$ cat src/rtl/powlib_up_fifo.sv
// Single-clock upsizing FIFO: packs MULT narrow words into one wide word and
// buffers packed words in a D-deep show-ahead queue with valid/ready on both sides.
module powlib_up_fifo #(
  parameter int unsigned W      = 16,
  parameter int unsigned MULT   = 3,
  parameter int unsigned D      = 8,
  parameter int          EASYNC = 0,
  parameter int          EAR    = 0,
  parameter string       ID     = "UPFIFO",
  parameter int          EDBG   = 0
) (
  input  logic              clk,
  input  logic              rst,
  input  logic [W-1:0]      wrdata,
  input  logic              wrvld,
  output logic              wrrdy,
  output logic [W*MULT-1:0] rddata,
  output logic              rdvld,
  input  logic              rdrdy
);

  localparam int unsigned CW = (MULT > 1) ? $clog2(MULT) : 1;
  localparam int unsigned AW = $clog2(D);
  localparam int unsigned OW = W * MULT;
  localparam int unsigned PW = W * (MULT - 1);

  if (EASYNC != 0) begin : g_async_unsupported
    $error("%s: EASYNC=%0d (EAR=%0d) not supported, single clock only", ID, EASYNC, EAR);
  end

  logic [CW-1:0] cnt;
  logic [PW-1:0] partial;
  logic [OW-1:0] mem [D];
  logic [AW-1:0] wrptr;
  logic [AW-1:0] rdptr;
  logic [AW:0]   count;
  logic [AW:0]   count_nxt;
  logic          wr_acc;
  logic          last_lane;
  logic          push;
  logic          pop;

  // Transfer decode and next occupancy
  always_comb begin
    wr_acc    = wrvld & wrrdy;
    last_lane = (cnt == CW'(MULT - 1));
    push      = wr_acc & last_lane;
    pop       = rdvld & rdrdy;
    count_nxt = count;
    if (push && !pop) begin
      count_nxt = count + (AW+1)'(1);
    end else if (pop && !push) begin
      count_nxt = count - (AW+1)'(1);
    end
  end

  // Lane packing, pointers and registered flags derived from next occupancy
  always_ff @(posedge clk) begin
    if (rst) begin
      cnt     <= '0;
      partial <= '0;
      wrptr   <= '0;
      rdptr   <= '0;
      count   <= '0;
      rdvld   <= 1'b0;
      wrrdy   <= 1'b1;
    end else begin
      if (wr_acc) begin
        cnt <= last_lane ? '0 : cnt + CW'(1);
      end
      for (int unsigned i = 0; i < MULT - 1; i++) begin
        if (wr_acc && (cnt == CW'(i))) begin
          partial[W*i +: W] <= wrdata;
        end
      end
      if (push) begin
        wrptr <= wrptr + AW'(1);
      end
      if (pop) begin
        rdptr <= rdptr + AW'(1);
      end
      count <= count_nxt;
      rdvld <= (count_nxt != '0);
      wrrdy <= (count_nxt != (AW+1)'(D));
    end
  end

  // Final lane goes straight into storage alongside the held partial lanes
  always_ff @(posedge clk) begin
    if (push) begin
      mem[wrptr] <= {wrdata, partial};
    end
  end

  assign rddata = rdvld ? mem[rdptr] : '0;

  if (EDBG != 0) begin : g_dbg
    always_ff @(posedge clk) begin
      if (!rst && wr_acc) $display("%s wr %h", ID, wrdata);
      if (!rst && pop)    $display("%s rd %h", ID, rddata);
    end
  end

endmodule

$ cat config.mk
export PLATFORM = sky130hd
export DESIGN_NAME = powlib_up_fifo
export DESIGN_NICKNAME = d
export VERILOG_FILES = /design/src/rtl/powlib_up_fifo.sv
export SDC_FILE = /design/constraint.sdc
export NUM_CORES = 1
export LEC_CHECK = 0
export CAP_MARGIN = 25
export CELL_PAD_IN_SITES_DETAIL_PLACEMENT = 1
export CELL_PAD_IN_SITES_GLOBAL_PLACEMENT = 1
export CORE_MARGIN = 1.5
export CORE_UTILIZATION = 30
export CTS_CLUSTER_DIAMETER = 50
export DETAILED_ROUTE_END_ITERATION = 8
export PLACE_DENSITY_LB_ADDON = 0.1
export SLEW_MARGIN = 20
export SYNTH_ARGS = -nofsm -noshare
export SYNTH_HDL_FRONTEND = slang
export SYNTH_SLANG_ARGS = --single-unit
$ cat constraint.sdc
create_clock -name clk -period 22.4 [get_ports clk]
set_input_delay 6.72 -clock clk [delete_from_list [all_inputs] [get_ports clk]]
set_output_delay 6.72 -clock clk [all_outputs]
set_load 0.02 [all_outputs]
# Word level (Yosys, flattened, before mapping)
# Memory sizes are Yosys's and may differ from the RTL's. A register that Yosys moved wholly into a read port is not among the register bits.
# Index checks and enable logic that the tools add are counted.
# totals
register_bits,46
ram_bits,384
out_inout_bits,50
word_cells,36
n_memories,1
# mem_list
memory,depth,width,rd,rd_clocked_by_memory_dff,write_ports,line_no,text
mem,8,48,1,1,1,33,logic [OW-1:0] mem [D];
# classes
addsub,5
eq_ne,3
muxes,8
n_bitwise,3
n_reduce_logical,8
# op_table
operator,n
2-to-1 mux 48 bit,1
2-to-1 mux 4 bit,2
"adder 3 x 1 -> 3 bit, second input constant",2
2-to-1 mux 3 bit,2
"adder 4 x 1 -> 4 bit, second input constant",1
logical AND 1 bit,4
"!= test 4 bit, second input constant",1
nonzero test 4 bit,1
"subtractor 4 x 1 -> 4 bit, second input constant",1
AND 1 bit,3
"adder 2 x 1 -> 2 bit, second input constant",1
"equality test 2 x 1 -> 1 bit, second input constant",1
"equality test 2 bit, second input constant",1
zero test 1 bit,2
zero test 2 bit,1
2-to-1 mux 1 bit,2
2-to-1 mux 2 bit,1

# Depth between registers and ports, before layout
# Gate-level depths: netlist (run 1).
# logic_depth
word_depth,7
mapped_depth,7
depth_no_buf,7

# Worst setup path before layout (run 1)
# OpenSTA, ideal clock, no wires.
# synth_path
path_kind,input-to-reg
from,input port wrvld
to,memory mem[0][0] in the netlist's numbering (enable)
setup_ps,573
arrival_ps,11468
t_required_ps,21827
slack_ps,10359
path_stages,2
path_buffers,0
cell_sequence,nand4b_4 -> nor4_1
# synth_between
elab_chain_len,4
# synth_lines
item,line_no,text
"start, declared",15,"input logic wrvld,"
AND 1 bit,45,wr_acc = wrvld & wrrdy;
AND 1 bit,47,push = wr_acc & last_lane;
2-to-1 mux 1 bit,90,if (push) begin
2-to-1 mux 1 bit (implied by the code),91,"mem[wrptr] <= {wrdata, partial};"
"end, declared",33,
# No other way between the ends.

==> reports/summary.md, run 1 <==
The first TritonRoute pass finished after 4 iterations. The number of remaining DRC errors was 0. Setup slack closes at 12.09 ns. Worst voltage drop across the vdd grid: 0.0583 mV. The maximum cell stage delay along the critical path came out at 0.83 ns.

The async set-reset flop share out of synthesis was 0; the setup TNS after final layout was 0 ns. The area share of the largest cell type after synthesis was 0.697. The run gives 0.147 as the global routing usage summed across all routing layers. Net count after synthesis: 865. The via count of the first global-routing pass is 8795. Count of non-filler cells in the finished layout: 1681.

The logs give 1 for the number of antenna violations at the first check in global routing and 0.305 for the effective utilization at floorplan. Routability-driven placement finished with a final weighted congestion of 0.651. The number of enable flip-flop cells after synthesis was 384; the maximum level of the CTS H-tree was 2. The largest total area in the synthesized netlist belongs to sky130_fd_sc_hd__edfxtp_1. The longest clock path from root to sink contains 3 buffers. Data on the critical path is required at its endpoint by 15.68 ns.

TritonCTS built the clock tree. The die covers 56500 sq um. After detailed routing, the number of vias per cell comes to 4.79. The run gives 0 as the remaining number of nets flagged by the antenna check after routing. The sum of routed wire segments on met1 is 18.6 mm. Summing every instance area after synthesis gives 16500 sq um. The total half-perimeter wirelength after legalization and detailed placement came out at 21.2 mm.

The tightest min-delay check is of the reg2reg type. The tools report the via count as 8053. Total design power: 2.12 mW.

Max-cap violations in this run came to 0. The finished cells cover 20000 sq um. The capturing element type of the critical path is an output pin. After detailed placement, the design holds a cell count of 1579. In the final layout, the multi-input gates occupy 3860 sq um. For the worst setup path, the data arrival time is 3.59 ns. The root buffer cell is sky130_fd_sc_hd__clkbuf_16. The areal power density over the cells works out to 106 nW/um^2. Synthesis inferred 433 register bits. The cell depth of the worst min-delay path works out to 2. Static timing analysis puts the maximum clock frequency at 0.0970 GHz. The run gives 0.0213 ns as the final setup skew. The signal on the critical path passes through buf_4 -> mux4_2 -> mux2i_1 -> nor2b_1 -> clkdlybuf4s50_1. The final-layout worst hold slack was 0.486 ns. Wire length of the first global-routing pass: 60.0 mm. Clock tree synthesis inserted a total of 54 buffers. The worst path needs 10.31 ns of the cycle, external delays included. The number of library cell types mapped by synthesis is 35. After clock tree synthesis, the clock-pin slew on the worst setup and hold paths is 0.05 ns. The run gives 0.369 as the post-layout utilization of the core.

The site row count is 85, and the setup-violating endpoint count in the final report is 0. Number of buffers added for setup after CTS: 0. After detailed routing, the met3 layer carries 1.33 mm of wire. The final cycle utilization of the critical path is 0.460, and the count of inserted antenna diode cells is 0. At the end of the flow, the number of nets in the layout was 964. For this design the top-level I/O count stands at 70. For the sequential standard cell area, the log shows 12500 sq um. The run finished with clean final reports.

The worst-case headroom to the max-slew limit came out at 0.333. The count of clock tree sinks is 433. The pin count of the biggest net entering global routing was 57; the count of port buffers added during placement was 69. The later pin in the worst-skew pair is clocked with a latency of 0.60 ns. The category of the most critical setup path is reg2out. Setup repair after global routing left no endpoint under its margin.

The count of fill cells added during filler insertion is 5207. In the post-synthesis netlist, the biggest area contributors are sky130_fd_sc_hd__edfxtp_1, sky130_fd_sc_hd__mux4_2, sky130_fd_sc_hd__dfxtp_1. The average instance in the mapped netlist occupies 19.7 sq um.

The slowest library cell on the worst path was sky130_fd_sc_hd__buf_4. The area growth from synthesis to layout is 20.8%. In this run the worst path has a maximum fanout of 56. Transition time of the tightest slew-check pin: 1.00 ns.

The setup slack after placement was 12.52 ns; the number of synthesis warnings was 0. The routed design uses 19.4 mm of met2 wire. The first routing iteration left 478 violations.

The cell count after synthesis came out at 841. The critical path runs through a total of 5 cells. The critical path contains buffers and inverters numbering 2 combined. The family with the most delay on the worst path is buffers and inverters. The x dimension of the die works out to 238 um. Once placement finished, the instance area stood at 18100 sq um. The standby leakage power came out at 6.11 nW. The top flip-flop cell by instance count after synthesis is sky130_fd_sc_hd__edfxtp_1. Core area: 54100 sq um. The total of hold buffers inserted after clock tree synthesis is 0, and the share of the yosys chip area belonging to registers is 0.757. STA classifies the critical path startpoint as a flop. The die is 238 um tall. Measured in cells, the most critical reg-to-reg path has a length of 4. The run gives 0 as the count of instances resized after the clock tree is built. The fraction of layout instances using a drive strength above 1 was 0.221; the final count of pins violating max slew was 0.

The total overflow left after global routing is 0. Dividing the detail-routed wire length by the instance count gives 24.0 um. Routed signal wires occupy layers up through met4. The final routed wirelength across all metal layers is 40.3 mm, and the count of endpoints failing hold in the final timing report is 0.
layout by cell type (no fill, tap or decap), types with 19 or more instances in the layout:
cell / instances
sky130_fd_sc_hd__a21oi_1: 36
sky130_fd_sc_hd__buf_4: 19
sky130_fd_sc_hd__clkbuf_16: 57
sky130_fd_sc_hd__clkdlybuf4s50_1: 68
sky130_fd_sc_hd__dfxtp_1: 45
sky130_fd_sc_hd__edfxtp_1: 384
sky130_fd_sc_hd__mux2i_1: 49
sky130_fd_sc_hd__mux4_2: 96
sky130_fd_sc_hd__nand2_1: 76
sky130_fd_sc_hd__nor2b_1: 49
sequential cells by signal, indices dropped and copies added (netlist names), named ones only:
name	flops
mem	384
partial	32
count	4
rdptr	3
wrptr	3
cnt	2
rdvld	1
wrrdy	1
cell usage after synthesis (2+ instances only):
library cell / count
sky130_fd_sc_hd__a21oi_1: 36
sky130_fd_sc_hd__and3_1: 2
sky130_fd_sc_hd__buf_1: 2
sky130_fd_sc_hd__buf_2: 16
sky130_fd_sc_hd__buf_4: 6
sky130_fd_sc_hd__clkbuf_1: 22
sky130_fd_sc_hd__dfxtp_1: 49
sky130_fd_sc_hd__edfxtp_1: 384
sky130_fd_sc_hd__ha_1: 4
sky130_fd_sc_hd__inv_1: 2
sky130_fd_sc_hd__mux2i_1: 49
sky130_fd_sc_hd__mux4_2: 96
sky130_fd_sc_hd__nand2_1: 76
sky130_fd_sc_hd__nand2_2: 2
sky130_fd_sc_hd__nand2b_1: 2
sky130_fd_sc_hd__nand3_1: 3
sky130_fd_sc_hd__nor2_1: 13
sky130_fd_sc_hd__nor2b_1: 49
sky130_fd_sc_hd__nor3_1: 7
sky130_fd_sc_hd__xnor2_1: 3
sky130_fd_sc_hd__xor2_1: 4
tightest hold or removal path: stages (launching register included):
cell and delay (ns):
sky130_fd_sc_hd__dfxtp_1 0.31, sky130_fd_sc_hd__nand2_1 0.05, sky130_fd_sc_hd__a21oi_1 0.07
final timing paths:
path | start | endpoint | slack (ns)
worst max-delay path | flop | rddata[3] | 12.09
worst min-delay path | rdptr[1]$_SDFFE_PP0P_ | flop | 0.49
worst max register to register | cnt[1]$_SDFFE_PP0P_ | mem[5][18]$_DFFE_PP_ | 19.57
worst min register to register | rdptr[1]$_SDFFE_PP0P_ | flop | 0.49
area by class of cell:
type | count | share of cell area
tap | 696 | 0.0436
clock buffer | 69 | 0.0752
inverter | 2 | 0.000376
clock inverter | 32 | 0.0180
timing repair buffer | 89 | 0.0428
multi-input combinational | 360 | 0.193
sequential | 433 | 0.627
cell families after synthesis:
family | share of synthesized area
buf+inv | 0.0135
compound gates | 0.0141
fa+ha+maj | 0.00303
simple gates | 0.0477
flops | 0.757
xor+xnor | 0.00371
mux | 0.161
layer usage:
layer / up-vias / global-route usage
li1: 3553 / -
met1: 4325 / 0.199
met2: 117 / 0.240
met3: 58 / 0.0245
met4: 0 / 0.0490
met5: - / 0
power by group:
group / internal, mW / total [mW] / switching [mW]
sequential: 0.897 / 0.926 / 0.0290
combinational: 0.147 / 0.297 / 0.150
clock: 0.555 / 0.896 / 0.341
total: 1.60 / 2.12 / 0.520
Note: power is estimated with default switching activity, not from simulation.
==> run 2, diff against run 1 <==
Clock period 22.4 ns to 9.9 ns, I/O delays scaled along.
==> run 2 against run 1 <==
Register-to-register slack worse by 13 ns. Worst setup slack worse by 8.8 ns. Non-clock buffer count shrank 1. Power up 130%. Clock-buffer cell count is 12 higher. Critical path depth unchanged. Die area unchanged. Global-route usage up 0.24 points. First-iteration DRC count rose by 9.8%. Critical path type unchanged.
==> reports/summary.md, run 2 (synthesis gave the netlist of run 1 again) <==
The reg-to-reg critical path startpoint is cnt[1]$_SDFFE_PP0P_. The core area came out at 54100 sq um (unchanged). The site row count was 85 (unchanged). Net switching power figure: 1.17 mW (+130%). The tools report the final-stage net count as 963 (-0.10%).

The worst-case headroom to the max-slew limit was 0.368 (+0.0347). The tools report the total of hold buffers inserted after clock tree synthesis as 0 (unchanged). The final setup skew is 0.0206 ns (-0.000668 ns), and the total half-perimeter wirelength after legalization and detailed placement is 21.6 mm (+2.1%). The flip-flop count of the largest register after layout was 384 (unchanged); the shortest period the worst path allows was 6.62 ns. The final routed wirelength across all metal layers is 40.9 mm (+1.6%). In the layout the commonest cells are sky130_fd_sc_hd__edfxtp_1, sky130_fd_sc_hd__mux4_2, sky130_fd_sc_hd__nand2_1. TritonCTS built the clock tree. The tools report the remaining number of nets flagged by the antenna check after routing as 0 (unchanged). The run finished with clean final reports. Root buffer cell: sky130_fd_sc_hd__clkbuf_16. The critical path is of the reg2out type. Number of max-cap violations: 0 (unchanged). The post-detailed-route via-to-cell ratio is 4.76 (-0.57%). The run gives 54 (unchanged) as the total CTS buffers. The logs give 0.158 mV (+170%) for the worst voltage drop across the vdd grid and 0 (unchanged) for the aggregate global routing overflow. The combined buffer and inverter count along the critical path works out to 2 (unchanged). The largest individual stage delay along the critical path comes from the cell sky130_fd_sc_hd__dfxtp_4.

The fraction of layout instances using a drive strength above 1 works out to 0.222 (+0.000225). Hold path startpoint: rdptr[1]$_SDFFE_PP0P_. The maximum level of the CTS H-tree is 2 (unchanged). The routed length per instance is 24.4 um (+1.7%), and the transition time of the tightest slew-check pin is 0.948 ns (-0.0520 ns).

Count of inserted antenna diode cells: 0 (unchanged). The global routing usage summed across all routing layers came out at 0.149 (+0.00236). The via count is 8002 (-0.63%).

Setup repair after global routing left no endpoint under its margin. The fraction of power consumed by the clock network is 0.421 (-0.002), and the number of antenna violations at the first check in global routing is 1 (unchanged). The worst min-delay path category is reg2reg. For the worst path setup slack after routing, the log shows 3.28 ns (-8.81 ns). Final cycle utilization of the critical path: 0.669. The arrival time at the worst endpoint was 3.65 ns (+0.06 ns); the share of total power in sequential cells was 0.441 (+0.004).

For the final RePlAce weighted congestion, the log shows 0.677 (+4.0%). The switching share of power is 0.244 (-0.000822). For the number of buffers added for setup after CTS, the log shows 0 (unchanged).

More flip-flops sit in one register than any other, and that register is mem. The internal portion of total power is 3.63 mW (+130%), and the floorplan die area is 56500 sq um (unchanged). Derived from the worst setup path, the maximum achievable clock frequency is 0.151 GHz.

The run gives 0 (unchanged) as the count of endpoints failing hold in the final timing report. The setup-violating endpoint count in the final report came out at 0 (unchanged). The x dimension of the die works out to 238 um (unchanged).

The number of search-and-repair iterations in the first detailed-routing pass is 4 (unchanged), and the number of remaining DRC errors is 0 (unchanged). The final count of pins violating max slew came out at 0 (unchanged). Source-to-sink clock delay at the later pin of the worst-skew pair: 0.59 ns (about the same).

Kind of start point of the critical path: a flop. The via count of the first global-routing pass was 8880 (+0.97%); the synthesis-to-finish area growth was 20.9%. The family with the most delay on the worst path is buffers and inverters. The largest driver fanout on the critical path is 50 (-11%).

The tools report the maximum number of buffers from clock root to sink as 3 (unchanged). Count of clock tree sinks: 433 (unchanged). The I/O pin count is 70 (unchanged), and the standby leakage power is 6.10 nW (-0.20%). Areal power density over the cells: 240 nW/um^2 (+130%).

The most common cell after layout, fill and taps aside was sky130_fd_sc_hd__edfxtp_1. The maximum cell stage delay along the critical path came out at 0.89 ns (+0.06 ns). Count of port buffers added during placement: 69 (unchanged).

The tools report the setup slack after placement as 3.75 ns (-8.77 ns). The post-CTS clock slew at the launch and capture registers of the worst setup and hold paths is 0.05 ns (about the same). The pin count of the biggest net entering global routing is 54 (-5.3%). For the portion of total power attributed to combinational logic, the log shows 0.138 (-0.002). Vertical die dimension: 238 um (unchanged).

The tools report the effective utilization at floorplan as 0.305 (unchanged). Walking the worst path, the cells encountered are buf_4 -> mux4_2 -> mux2i_1 -> nor2b_1 -> clkdlybuf4s50_1. The largest registers in the layout are mem: 384 flops, partial: 32 flops, count: 4 flops. Setup TNS after final layout: 0 ns (unchanged). STA classifies the critical path endpoint as an output pin. The required time of the critical path is 6.93 ns (-8.75 ns). The logs give 525 (+9.8%) for the number of DRC markers after the initial detailed-route iteration and 0 (unchanged) for the count of instances resized after the clock tree is built.

The wire length of the first global-routing pass came out at 60.9 mm (+1.6%).
[run 2: layout make-up]
cell class / instances / area [sq um]
Timing Repair Buffer: 88 / 873
Clock buffer: 81 / 1580
Sequential cell: 433 / 12500
Tap cell: 696 / 871
Inverter: 2 / 7.51
Fill cell: 5201 / 34100
Multi-Input combinational cell: 360 / 3860
Clock inverter: 20 / 279
[run 2: worst paths after layout]
path / to / slack, ns / depth (start not counted)
worst max-delay path: rddata[9] / 3.28 / 5
worst min register to register: flop / 0.49 / 2
worst max register to register: mem[6][19]$_DFFE_PP_ / 6.93 / 4
worst min-delay path: flop / 0.49 / 2
[run 2: routing by layer]
layer,wire (um),global-route usage
met5,0,0
met4,734,0.0382
met3,1480,0.0278
met2,19800,0.244
met1,18900,0.205
[run 2: tightest hold or removal path, stage by stage (launching register included)]
cell                      delay, ns
sky130_fd_sc_hd__dfxtp_1       0.31
sky130_fd_sc_hd__nand2_1       0.05
sky130_fd_sc_hd__a21oi_1       0.07
[run 2: stage by stage]
step	instance area, sq um	power [mW]	hold WS, ns	cells	utilization
2_1_floorplan	16500	2.55	0.454	841	-
3_3_place_gp	18100	2.82	0.473	1577	0.334
3_5_place_dp	18100	2.83	0.487	1578	0.334
4_1_cts	20000	4.87	0.492	1679	0.369
5_1_grt	20000	4.99	0.492	1680	0.369
6_report	20000	4.80	0.490	1680	0.369
[run 2: power by group through the flow]
stage / sequential, mW / combinational [mW] / clock [mW]
6_report: 2.11 / 0.662 / 2.02
5_1_grt: 2.12 / 0.720 / 2.15
4_1_cts: 2.14 / 0.657 / 2.07
3_5_place_dp: 2.18 / 0.655 / 0
3_3_place_gp: 2.17 / 0.652 / 0
2_1_floorplan: 2.10 / 0.453 / 0
